<file path="src/rtl/pulse_counter_n.sv">
// Pulse counter: counts synchronized rising edges of an asynchronous input down from a
// loadable period, emitting a one-cycle pulse at each period completion. Supports periodic
// reload and one-shot operation, and tracks how many periods have completed.
module pulse_counter_n #(
  parameter int unsigned WIDTH      = 8,
  parameter int unsigned WRAP_WIDTH = 4
) (
  input  logic                  clock,
  input  logic                  resetn,
  input  logic                  in_pulse,
  input  logic                  enable,
  input  logic                  load,
  input  logic [WIDTH-1:0]      start,
  input  logic                  mode,
  output logic                  out_pulse,
  output logic [WIDTH-1:0]      pos_value,
  output logic                  busy,
  output logic [WRAP_WIDTH-1:0] wrap_count
);

  localparam logic [1:0] StIdle = 2'd0;
  localparam logic [1:0] StRun  = 2'd1;
  localparam logic [1:0] StDone = 2'd2;

  localparam logic [WIDTH-1:0]      CountOne = WIDTH'(1);
  localparam logic [WRAP_WIDTH-1:0] WrapOne  = WRAP_WIDTH'(1);

  logic sync1_q, sync2_q, hist_q;
  logic tick;

  logic [1:0]            state_q, state_d;
  logic [WIDTH-1:0]      count_q, count_d;
  logic [WIDTH-1:0]      period_q, period_d;
  logic                  mode_q, mode_d;
  logic [WRAP_WIDTH-1:0] wrap_q, wrap_d;
  logic                  out_q, out_d;

  // Synchronize the async input and keep one flop of history for rising-edge detection.
  // Reset to 1 so an input held high through reset release is not seen as an edge.
  always_ff @(posedge clock or negedge resetn) begin
    if (!resetn) begin
      sync1_q <= 1'b1;
      sync2_q <= 1'b1;
      hist_q  <= 1'b1;
    end else begin
      sync1_q <= in_pulse;
      sync2_q <= sync1_q;
      hist_q  <= sync2_q;
    end
  end

  assign tick = sync2_q & ~hist_q;

  // Next-state logic: load wins over a coincident tick, which is then dropped.
  always_comb begin
    state_d  = state_q;
    count_d  = count_q;
    period_d = period_q;
    mode_d   = mode_q;
    wrap_d   = wrap_q;
    out_d    = 1'b0;
    if (load) begin
      period_d = start;
      count_d  = start;
      mode_d   = mode;
      wrap_d   = '0;
      state_d  = (start != '0) ? StRun : StIdle;
    end else if ((state_q == StRun) && tick && enable) begin
      if (count_q > CountOne) begin
        count_d = count_q - CountOne;
      end else begin
        out_d  = 1'b1;
        wrap_d = wrap_q + WrapOne;
        if (mode_q) begin
          count_d = '0;
          state_d = StDone;
        end else begin
          count_d = period_q;
        end
      end
    end
  end

  // Counter state registers; reset abandons any period in flight without a pulse.
  always_ff @(posedge clock or negedge resetn) begin
    if (!resetn) begin
      state_q  <= StIdle;
      count_q  <= '0;
      period_q <= '0;
      mode_q   <= 1'b0;
      wrap_q   <= '0;
      out_q    <= 1'b0;
    end else begin
      state_q  <= state_d;
      count_q  <= count_d;
      period_q <= period_d;
      mode_q   <= mode_d;
      wrap_q   <= wrap_d;
      out_q    <= out_d;
    end
  end

  assign out_pulse  = out_q;
  assign pos_value  = count_q;
  assign busy       = (state_q == StRun);
  assign wrap_count = wrap_q;

endmodule
</file>
<file path="config.mk">
export PLATFORM = sky130hd
export DESIGN_NAME = pulse_counter_n
export DESIGN_NICKNAME = d
export VERILOG_FILES = /design/src/rtl/pulse_counter_n.sv
export SDC_FILE = /design/constraint.sdc
export NUM_CORES = 1
export LEC_CHECK = 0
export ABC_CLOCK_PERIOD_IN_PS = 6570
export CAP_MARGIN = 10
export CORE_AREA = 2 2 50 52
export CTS_BUF_LIST = sky130_fd_sc_hd__clkbuf_16
export CTS_CLUSTER_SIZE = 20
export DETAILED_ROUTE_END_ITERATION = 12
export DIE_AREA = 0 0 52 54
export DONT_BUFFER_PORTS = 1
export PLACE_DENSITY = 0.82
export SLEW_MARGIN = 20
export SYNTH_ARGS = -nofsm -noshare
export SYNTH_HDL_FRONTEND = slang
export SYNTH_SLANG_ARGS = --single-unit
</file>
<file path="constraint.sdc">
create_clock -name clock -period 6.57 [get_ports clock]
set_input_delay 1.971 -clock clock [delete_from_list [all_inputs] [get_ports clock]]
set_output_delay 1.971 -clock clock [all_outputs]
set_load 0.005 [all_outputs]
</file>
==> run metrics <==
status=complete, no violations; Die Area=2810 um^2; Max Slew Vio Count=0; leading post-synthesis cells by cell area=dfrtp_1, dfstp_2, mux2i_1; CTS sink count=27; library cells used by synthesis=44; largest family of logic cells by synthesized area=compound AO/OA/AOI/OAI gates; Via density=6.76; Worst-Margin Slew=0.518 ns; Leakage=0.625 nW; Min Hold Slack=0.357 ns; design area=1530 um^2; endpoints failing hold=0; global-route wire length before repair=4.86 mm; Critical Path RT=4.60 ns; Layout Nets=152; Syn Inst Count=138; standard-cell rows=18; Port Buffers=0; Setup violations, final=0; Total Power=384 uW; worst setup path category=reg2out; Crit path arrival time=0.84 ns; Initial Utilization=0.625; via count of the first global-routing pass=1052; Synth top area share=0.414; Max Cap Violations=0; share of total power in the clock network=0.362; # IOs=28; Final period util=0.428; Placer Congestion=0.830; Net Sw Frac=0.254; worst slack, placed=3.53 ns; RSZ-0062 raised after global routing=false; residual DRC count=0; FMAX=356 MHz; DP Wirelength=2.09 mm; fin crit period=2.81 ns; Avg Cell Area, Syn=10.5 um^2; register area share after synthesis=0.469; H-tree depth=1; CTS buffer count=3; root buffer cell=clkbuf_16; Combinational Power Share=0.128; asr flop ratio synth=1.00; CTS tree=yes; PostCTS Resize Cnt=0; Post-synth EDFFs=0; DIE HEIGHT=54 um; sw power=97.6 uW; clk_skew=0.00173 ns; largest net degree at the start of global routing=29; # diodes=0; post-synthesis mux area share=0.0656; Tot GR Track Use=0.240; initial DRC count=34; Post-CTS Setup Bufs=0; CTS Hold Bufs=0; drt total wl=3.07 mm; slew margin rel.=0.655; commonest cells in the netlist=dfrtp_1, a21oi_1, nand2b_1, o21ai_0; DR WL/cell=18.7 um; CP Launch Type=flip-flop; layout cell share with drive strength beyond 1=0.127; final core occ=0.659; post-synth net total=155; First-pass DRT Iterations=4; Layout area overhead=5.44%; Final TNS setup=0 ns; via count=1109; sequential share of power=0.510; Worst Setup End Kind=output port; Synth Area in Compound Gates=0.198; final worst slack=3.76 ns; worst-path maximum fanout=9; Routed Antenna Nets=0; Bufs on Longest Clock Path=2; Post-Syn Area=1450 um^2; post-place instance area=1450 um^2; PD cells=251 nW/um^2; number of synthesized register bits=27; Synth Area in Adders=0.0259; placed cell count=160; Overflow after GRT=0; Max rail drop VDD=0.155 mV; Synth Area in XOR/XNOR=0.0121; post-route insts no fill=164; Clk Latency, worst-skew pair=0.26 ns; Synth area leader=dfrtp_1; Simple-Gate Fraction of Synth Area=0.185; P_int=286 uW; Synth warnings=0; dominant synthesized flop cell=dfrtp_1; HP Class=reg2reg; initial antenna violation count=0; die width=52 um; clock slew at reported path FFs=0.07 ns; Core ar.=2320 um^2; count leader, synth=dfrtp_1
## power groups by stage
| stage | registers [mW] | logic, mW | clock network [mW] |
|---|---|---|---|
| after floorplan | 0.192 | 0.0471 | 0 |
| after global placement | 0.198 | 0.0457 | 0 |
| after detailed placement | 0.198 | 0.0479 | 0 |
| after CTS | 0.195 | 0.0488 | 0.142 |
| after global routing | 0.197 | 0.0542 | 0.149 |
| final | 0.196 | 0.0489 | 0.139 |
## worst paths after layout
| path | startpoint | end | slack, ns | depth (start not counted) |
|---|---|---|---|---|
| setup / recovery | pos_value[6] | pos_value[6] | 3.76 | 0 |
| hold / removal | sync1_q | sync2_q | 0.36 | 0 |
| setup reg to reg | pos_value[2] | wrap_count[3] | 4.27 | 4 |
| hold reg to reg | sync1_q | sync2_q | 0.36 | 0 |
| max in group asynchronous | resetn | sync1_q | 5.00 | 0 |
| min in group asynchronous | resetn | period_q[6] | 1.40 | 0 |
## logic make-up (layout without fill, tap and decap cells)
family / count (synthesis) / in the layout
AO/OA/AOI/OAI: 41 / 41
AND/OR/NAND/NOR: 41 / 41
flip-flops: 27 / 27
buffers and inverters: 15 / 11
multiplexers: 9 / 9
adder cells (fa/ha/maj): 3 / 3
XOR/XNOR: 2 / 2
## routing by layer
metal | vias to the layer above | track usage | wire (um)
met4 | 0 | 0.132 | 72
li1 | 506 | - | -
met2 | 39 | 0.397 | 1520
met3 | 6 | 0.0444 | 159
met5 | - | 0 | 0
met1 | 558 | 0.298 | 1320
## cells in the final DEF (no fill, tap or decap), types with 3 or more instances in the layout
cell,n
mux2_2,4
dfstp_2,3
ha_1,3
o21ai_0,7
nor3_1,4
nor2_1,3
mux2i_1,5
a21o_1,4
nand3_1,3
clkbuf_16,3
inv_1,6
dfrtp_1,24
nand2b_1,7
o31ai_1,4
a22oi_1,4
nand2_1,3
and2_1,5
a21oi_1,8
## layout make-up
| class | count | area (um^2) |
|---|---|---|
| fillers | 171 | 791 |
| multi-input cells | 96 | 706 |
| flip-flops and latches | 27 | 679 |
| clock buffers | 3 | 75.1 |
| well taps | 30 | 37.5 |
| inverters | 7 | 26.3 |
| clock inverters | 1 | 5.00 |
## sequential cells by signal, indices dropped and copies added (netlist names)
register and flops:
wrap_count 4, state_q 2, pos_value 8, hist_q 1
mode_q 1, period_q 8, out_pulse 1, sync2_q 1
sync1_q 1
(Power assumes the default switching activity.)
